==> src/rtl/multi_timer.sv <==
// Multi-channel run-time programmable microsecond timer.
// Each channel runs IDLE/RUN/DONE with one-shot or periodic reload and a one-cycle expiry pulse.
module multi_timer #(
  parameter int CLK_FRE = 50,
  parameter int CH_NUM  = 4,
  parameter int CNT_W   = 32
) (
  input  logic                      I_Clk,
  input  logic                      I_rst_n,
  input  logic [CH_NUM-1:0]         I_ch_start,
  input  logic [CH_NUM-1:0]         I_ch_stop,
  input  logic [CH_NUM-1:0]         I_ch_mode,
  input  logic [CH_NUM*CNT_W-1:0]   I_ch_period_us,
  output logic [CH_NUM-1:0]         O_ch_busy,
  output logic [CH_NUM-1:0]         O_ch_ack,
  output logic [CH_NUM-1:0]         O_ch_done,
  output logic                      O_any_ack
);

  localparam int                CW      = (CLK_FRE > 1) ? $clog2(CLK_FRE) : 1;
  localparam logic [CW-1:0]     CLK_MAX = CW'(CLK_FRE - 1);
  localparam logic [CW-1:0]     CLK_ONE = CW'(1);
  localparam logic [CNT_W-1:0]  US_ONE  = CNT_W'(1);

  typedef enum logic [1:0] {
    ST_IDLE = 2'd0,
    ST_RUN  = 2'd1,
    ST_DONE = 2'd2
  } ch_state_e;

  ch_state_e          state_q   [CH_NUM];
  ch_state_e          state_d   [CH_NUM];
  logic [CW-1:0]      clk_cnt_q [CH_NUM];
  logic [CW-1:0]      clk_cnt_d [CH_NUM];
  logic [CNT_W-1:0]   us_cnt_q  [CH_NUM];
  logic [CNT_W-1:0]   us_cnt_d  [CH_NUM];
  logic [CNT_W-1:0]   per_q     [CH_NUM];
  logic [CNT_W-1:0]   per_d     [CH_NUM];
  logic [CNT_W-1:0]   per_in_s  [CH_NUM];
  logic [CH_NUM-1:0]  mode_q, mode_d;
  logic [CH_NUM-1:0]  expire_s;
  logic [CH_NUM-1:0]  ack_d, busy_d, done_d;
  logic [CH_NUM-1:0]  ack_q, busy_q, done_q;
  logic               any_ack_q;

  // Unpack requested periods (0 maps to 1 us) and detect terminal count per channel.
  always_comb begin
    for (int i = 0; i < CH_NUM; i++) begin
      per_in_s[i] = (I_ch_period_us[i*CNT_W +: CNT_W] == {CNT_W{1'b0}}) ?
                    US_ONE : I_ch_period_us[i*CNT_W +: CNT_W];
      expire_s[i] = (state_q[i] == ST_RUN) && (clk_cnt_q[i] == CLK_MAX) &&
                    (us_cnt_q[i] == (per_q[i] - US_ONE));
    end
  end

  // Per-channel next state: stop beats start beats expiry.
  always_comb begin
    mode_d = mode_q;
    ack_d  = {CH_NUM{1'b0}};
    busy_d = {CH_NUM{1'b0}};
    done_d = {CH_NUM{1'b0}};
    for (int i = 0; i < CH_NUM; i++) begin
      state_d[i]   = state_q[i];
      clk_cnt_d[i] = clk_cnt_q[i];
      us_cnt_d[i]  = us_cnt_q[i];
      per_d[i]     = per_q[i];
      if (I_ch_stop[i]) begin
        state_d[i]   = ST_IDLE;
        clk_cnt_d[i] = {CW{1'b0}};
        us_cnt_d[i]  = {CNT_W{1'b0}};
      end else if (I_ch_start[i]) begin
        state_d[i]   = ST_RUN;
        clk_cnt_d[i] = {CW{1'b0}};
        us_cnt_d[i]  = {CNT_W{1'b0}};
        per_d[i]     = per_in_s[i];
        mode_d[i]    = I_ch_mode[i];
      end else begin
        case (state_q[i])
          ST_RUN: begin
            if (expire_s[i]) begin
              ack_d[i]     = 1'b1;
              clk_cnt_d[i] = {CW{1'b0}};
              us_cnt_d[i]  = {CNT_W{1'b0}};
              if (mode_q[i]) begin
                // Periodic reload picks up the current period and mode with no gap cycle.
                state_d[i] = ST_RUN;
                per_d[i]   = per_in_s[i];
                mode_d[i]  = I_ch_mode[i];
              end else begin
                state_d[i] = ST_DONE;
              end
            end else if (clk_cnt_q[i] == CLK_MAX) begin
              clk_cnt_d[i] = {CW{1'b0}};
              us_cnt_d[i]  = us_cnt_q[i] + US_ONE;
            end else begin
              clk_cnt_d[i] = clk_cnt_q[i] + CLK_ONE;
            end
          end
          ST_IDLE, ST_DONE: begin
            state_d[i] = state_q[i];
          end
          default: begin
            state_d[i]   = ST_IDLE;
            clk_cnt_d[i] = {CW{1'b0}};
            us_cnt_d[i]  = {CNT_W{1'b0}};
          end
        endcase
      end
      busy_d[i] = (state_d[i] == ST_RUN);
      done_d[i] = (state_d[i] == ST_DONE);
    end
  end

  // Channel state, counters, latched period/mode and registered outputs.
  always_ff @(posedge I_Clk or negedge I_rst_n) begin
    if (!I_rst_n) begin
      for (int i = 0; i < CH_NUM; i++) begin
        state_q[i]   <= ST_IDLE;
        clk_cnt_q[i] <= {CW{1'b0}};
        us_cnt_q[i]  <= {CNT_W{1'b0}};
        per_q[i]     <= {CNT_W{1'b0}};
      end
      mode_q    <= {CH_NUM{1'b0}};
      ack_q     <= {CH_NUM{1'b0}};
      busy_q    <= {CH_NUM{1'b0}};
      done_q    <= {CH_NUM{1'b0}};
      any_ack_q <= 1'b0;
    end else begin
      for (int i = 0; i < CH_NUM; i++) begin
        state_q[i]   <= state_d[i];
        clk_cnt_q[i] <= clk_cnt_d[i];
        us_cnt_q[i]  <= us_cnt_d[i];
        per_q[i]     <= per_d[i];
      end
      mode_q    <= mode_d;
      ack_q     <= ack_d;
      busy_q    <= busy_d;
      done_q    <= done_d;
      any_ack_q <= |ack_d;
    end
  end

  assign O_ch_busy = busy_q;
  assign O_ch_ack  = ack_q;
  assign O_ch_done = done_q;
  assign O_any_ack = any_ack_q;

endmodule

==> config.mk <==
export PLATFORM = sky130hd
export DESIGN_NAME = multi_timer
export DESIGN_NICKNAME = d
export VERILOG_FILES = /design/src/rtl/multi_timer.sv
export SDC_FILE = /design/constraint.sdc
export NUM_CORES = 1
export LEC_CHECK = 0
export CORE_MARGIN = 2
export CORE_UTILIZATION = 35
export DETAILED_ROUTE_END_ITERATION = 10
export HOLD_SLACK_MARGIN = 0.08
export RECOVER_POWER = 100
export SETUP_SLACK_MARGIN = 0.1
export SLEW_MARGIN = 20
export SYNTH_ARGS = -nofsm -noshare
export SYNTH_HDL_FRONTEND = slang
export SYNTH_SLANG_ARGS = --single-unit
==> constraint.sdc <==
create_clock -name I_Clk -period 8 [get_ports I_Clk]
set_input_delay 1.2 -clock I_Clk [delete_from_list [all_inputs] [get_ports I_Clk]]
set_output_delay 1.2 -clock I_Clk [all_outputs]
set_load 0.01 [all_outputs]
==> flow_summary.yaml <==
status:
  status: "complete, but fails checks"
  failed_checks: "max-capacitance violations, max-slew violations"
setup_path:
  critPathTopFamily: "simple AND/OR/NAND/NOR gates"
  regToRegSetupSlack_ns: 2.06
  cp.depth: 12
  cp-endpoint: "per_q[62]$_DFFE_PN0P_"
  r2r_start: "per_q[32]$_DFFE_PN0P_"
  crit_type: "reg2reg"
  endpoint_kind: "register"
  cp_max_fo: 30
  worstPathArrival_ns: 6.36
  critical_path.cell_chain: "inv_1 -> ha_1 -> nor4b_1 -> nand2_1 -> nor4_1 -> nand4_1 -> a221oi_1 -> and4_1 -> nand3_1 -> o41ai_1 -> clkbuf_1 -> mux2_2"
  critPathLaunch: "per_q[32]$_DFFE_PN0P_"
  slowest_delay_ns: 1.29
  crit_path_top_delay_cell: "clkbuf_1"
  r2r.worst_path.cells: 12
  crit_buf_inv: 2
  worst_r2r_endpoint: "per_q[62]$_DFFE_PN0P_"
  critical_path_required_ns: 8.42
  critPathLaunchType: "register"
clock_network:
  post_cts_buffers: 0
  ctsHoldBuffers: 0
  cts_sinks: 305
  cts_max_level: 2
  cts_resized: 0
  cts_tree: "done"
  clock_latency_ns: 0.55
  clkTransAtPathRegs_ns: 0.05
  root_buffer: "clkbuf_16"
  cts_buffer_depth: 3
  numCtsBuffers: 39
yosys:
  synth_seq_area_share: 0.390
  syn_inst: 2140
  yosys_warnings: 0
  synth_ff_type: "dfrtp_1"
  syn_avg_cell_area_um2: 9.15
  async_flop_share: 1.00
  synth_top_area_frac: 0.390
  synth.distinct_cells: 87
  synth_area_leaders: "dfrtp_1 39%, xnor2_1 4.5%, mux2_2 3.9%, o21ai_0 3.9%, nand2_1 3.4%"
  syn_area_um2: 19600
  synth-edff-count: 0
  synth_top_area_cell: "dfrtp_1"
  synth_fp_nets: 2298
  ys_seq_elements: 305
pwr:
  p_leak_nw: 8.86
  p_switching_w: 0.00121
  switching_share: 0.281
  p_per_area_nw_per_um2: 187
  vdd_ir_drop_max_v: 0.000142
  clkPwrFrac: 0.423
  seq_power_share: 0.424
  power_frac_comb: 0.152
  finalPower_w: 0.00430
  p_int_w: 0.00309
die:
  initial_core_util: 0.355
  io_pins: 155
  coreArea_um2: 55200
  die_w_um: 240
  num_rows: 86
  dieArea_um2: 57800
  fp.dieH_um: 240
routing:
  antenna_left: 0
  vias: 16900
  routedWlPerCell_um: 17.8
  drt_iter0_markers: 1029
  via_per_inst: 5.59
  wl_um: 54000
  drcViolationCount: 0
  drt_first_pass_iters: 5
sta:
  layout_min_cycle_time_ns: 5.94
  fin_skew_ns: 0.0126
  tns_ns: 0
  slew_headroom: -2.25
  setup_violations: 0
  finalHoldViolCount: 0
  worst_slew_pin_slew_ns: 4.88
  layout_worst_path_cycle_share: 0.743
  rsz0062_at_grt: "false"
  drv_slew: 116
  fmax_ghz: 0.168
  setup_slack_ns: 2.06
placed_design:
  place.gp.congestion: 0.880
  placed_cell_area_um2: 21800
  post-place-cells: 2958
  place_ws_ns: 2.29
  numPortBuffers: 154
  dp_hpwl_um: 39300
worst_hold_path:
  hold_start: "state_q[3]$_DFF_PN0_"
  hp-class: "reg2reg"
layout:
  area_growth_pct: 17.1
  stdcell_count: 3031
  nNetsFinal: 2409
  design_area_um2: 22900
  drive_gt1_frac: 0.0811
  final_cell_mix: "305 x dfrtp_1, 179 x nand2_1, 154 x o21ai_0"
  fillerInstances: 5451
  final_common_cell: "dfrtp_1"
global_route:
  grt_pass1_vias: 16500
  overflow: 0
  antenna_found_initial: 1
  grt_max_degree: 163
  grt_usage: 0.187
  grt_pass1_wl_um: 87800
run:
  maxCapViolCount: 2
worst reg2reg max path, delay by kind of cell (launching register included):
kind            cells  cell delay [ns]
compound gates      2             1.02
fa+ha+maj           1             0.25
buf+inv             2             1.43
flops               1             0.44
mux                 1             0.47
simple gates        6             2.21
stage by stage:
step,util,hold WS (ns)
after CTS,0.419,0.514
final,0.415,0.514
after global routing,0.415,0.550
after floorplan,-,0.458
after detailed placement,0.394,0.503
after global placement,0.394,0.477
power by group through the flow:
stage                     sequential (W)  combinational [W]  clock [W]
after floorplan                  0.00177           0.000491          0
after global placement           0.00184           0.000653          0
after detailed placement         0.00185           0.000674          0
after CTS                        0.00182           0.000678    0.00187
after global routing             0.00184           0.000727    0.00194
final                            0.00182           0.000654    0.00182
layout make-up:
class                      instances  area [µm²]  area share
clock buffer                      58        1190      0.0519
multi-input combinational       1689       11200       0.489
timing repair buffer             170        1640      0.0716
inverter                          46         173     0.00754
sequential                       305        7630       0.333
clock inverter                    12         138     0.00601
antenna                            3        7.51    0.000328
tap                              748         936      0.0408
registers in the layout, indices dropped and copies added, names as in the netlist:
register   flops
state_q        8
us_cnt_q     128
O_ch_done      4
O_ch_busy      4
mode_q         4
per_q        128
O_ch_ack       4
O_any_ack      1
clk_cnt_q     24
per-layer routing:
| layer | share of wire | global-route usage | up-vias |
|---|---|---|---|
| met1 | 0.46 | 0.254 | 8349 |
| met5 | 0 | 0 | - |
| met2 | 0.47 | 0.306 | 367 |
| met3 | 0.048 | 0.0279 | 65 |
| li1 | - | - | 8154 |
| met4 | 0.021 | 0.0559 | 0 |
logic make-up after synthesis:
group                    share of synthesized area
AND/OR/NAND/NOR                              0.263
AO/OA/AOI/OAI                                0.142
flip-flops                                   0.390
XOR/XNOR                                    0.0743
multiplexers                                0.0898
buffers and inverters                       0.0311
adder cells (fa/ha/maj)                     0.0102
worst min path at each step:
stage	end	slack [ns]	cells after the start
4_1_cts	state_q[3]$_DFF_PN0_	0.51	2
3_3_place_gp	state_q[3]$_DFF_PN0_	0.48	2
2_1_floorplan	O_ch_done[2]$_DFF_PN0_	0.46	2
3_5_place_dp	state_q[3]$_DFF_PN0_	0.50	2
6_report	state_q[3]$_DFF_PN0_	0.51	2
5_1_grt	mode_q[0]$_DFFE_PN0P_	0.55	1
synthesized netlist by cell type, types with 12 or more instances:
cell / number
dfrtp_1: 305
nand2_1: 179
o21ai_0: 152
nor2_1: 133
nand3_1: 113
xnor2_1: 101
nor4_1: 93
nor3_1: 89
clkbuf_1: 79
mux2_2: 68
xor2_1: 65
and3_1: 52
a22o_1: 47
nand4_1: 47
inv_1: 45
a21oi_1: 41
nand2b_1: 37
nor2b_1: 36
or3_1: 32
mux2_1: 29
mux2_4: 29
or4_1: 25
mux2i_1: 23
o31ai_1: 22
nand3b_1: 17
a31oi_1: 16
ha_1: 16
nor4b_1: 15
a2bb2oi_1: 14
or2_2: 14
and2_1: 13
buf_2: 13
a211oi_1: 12
No activity file was read; power rests on OpenSTA's default activity.
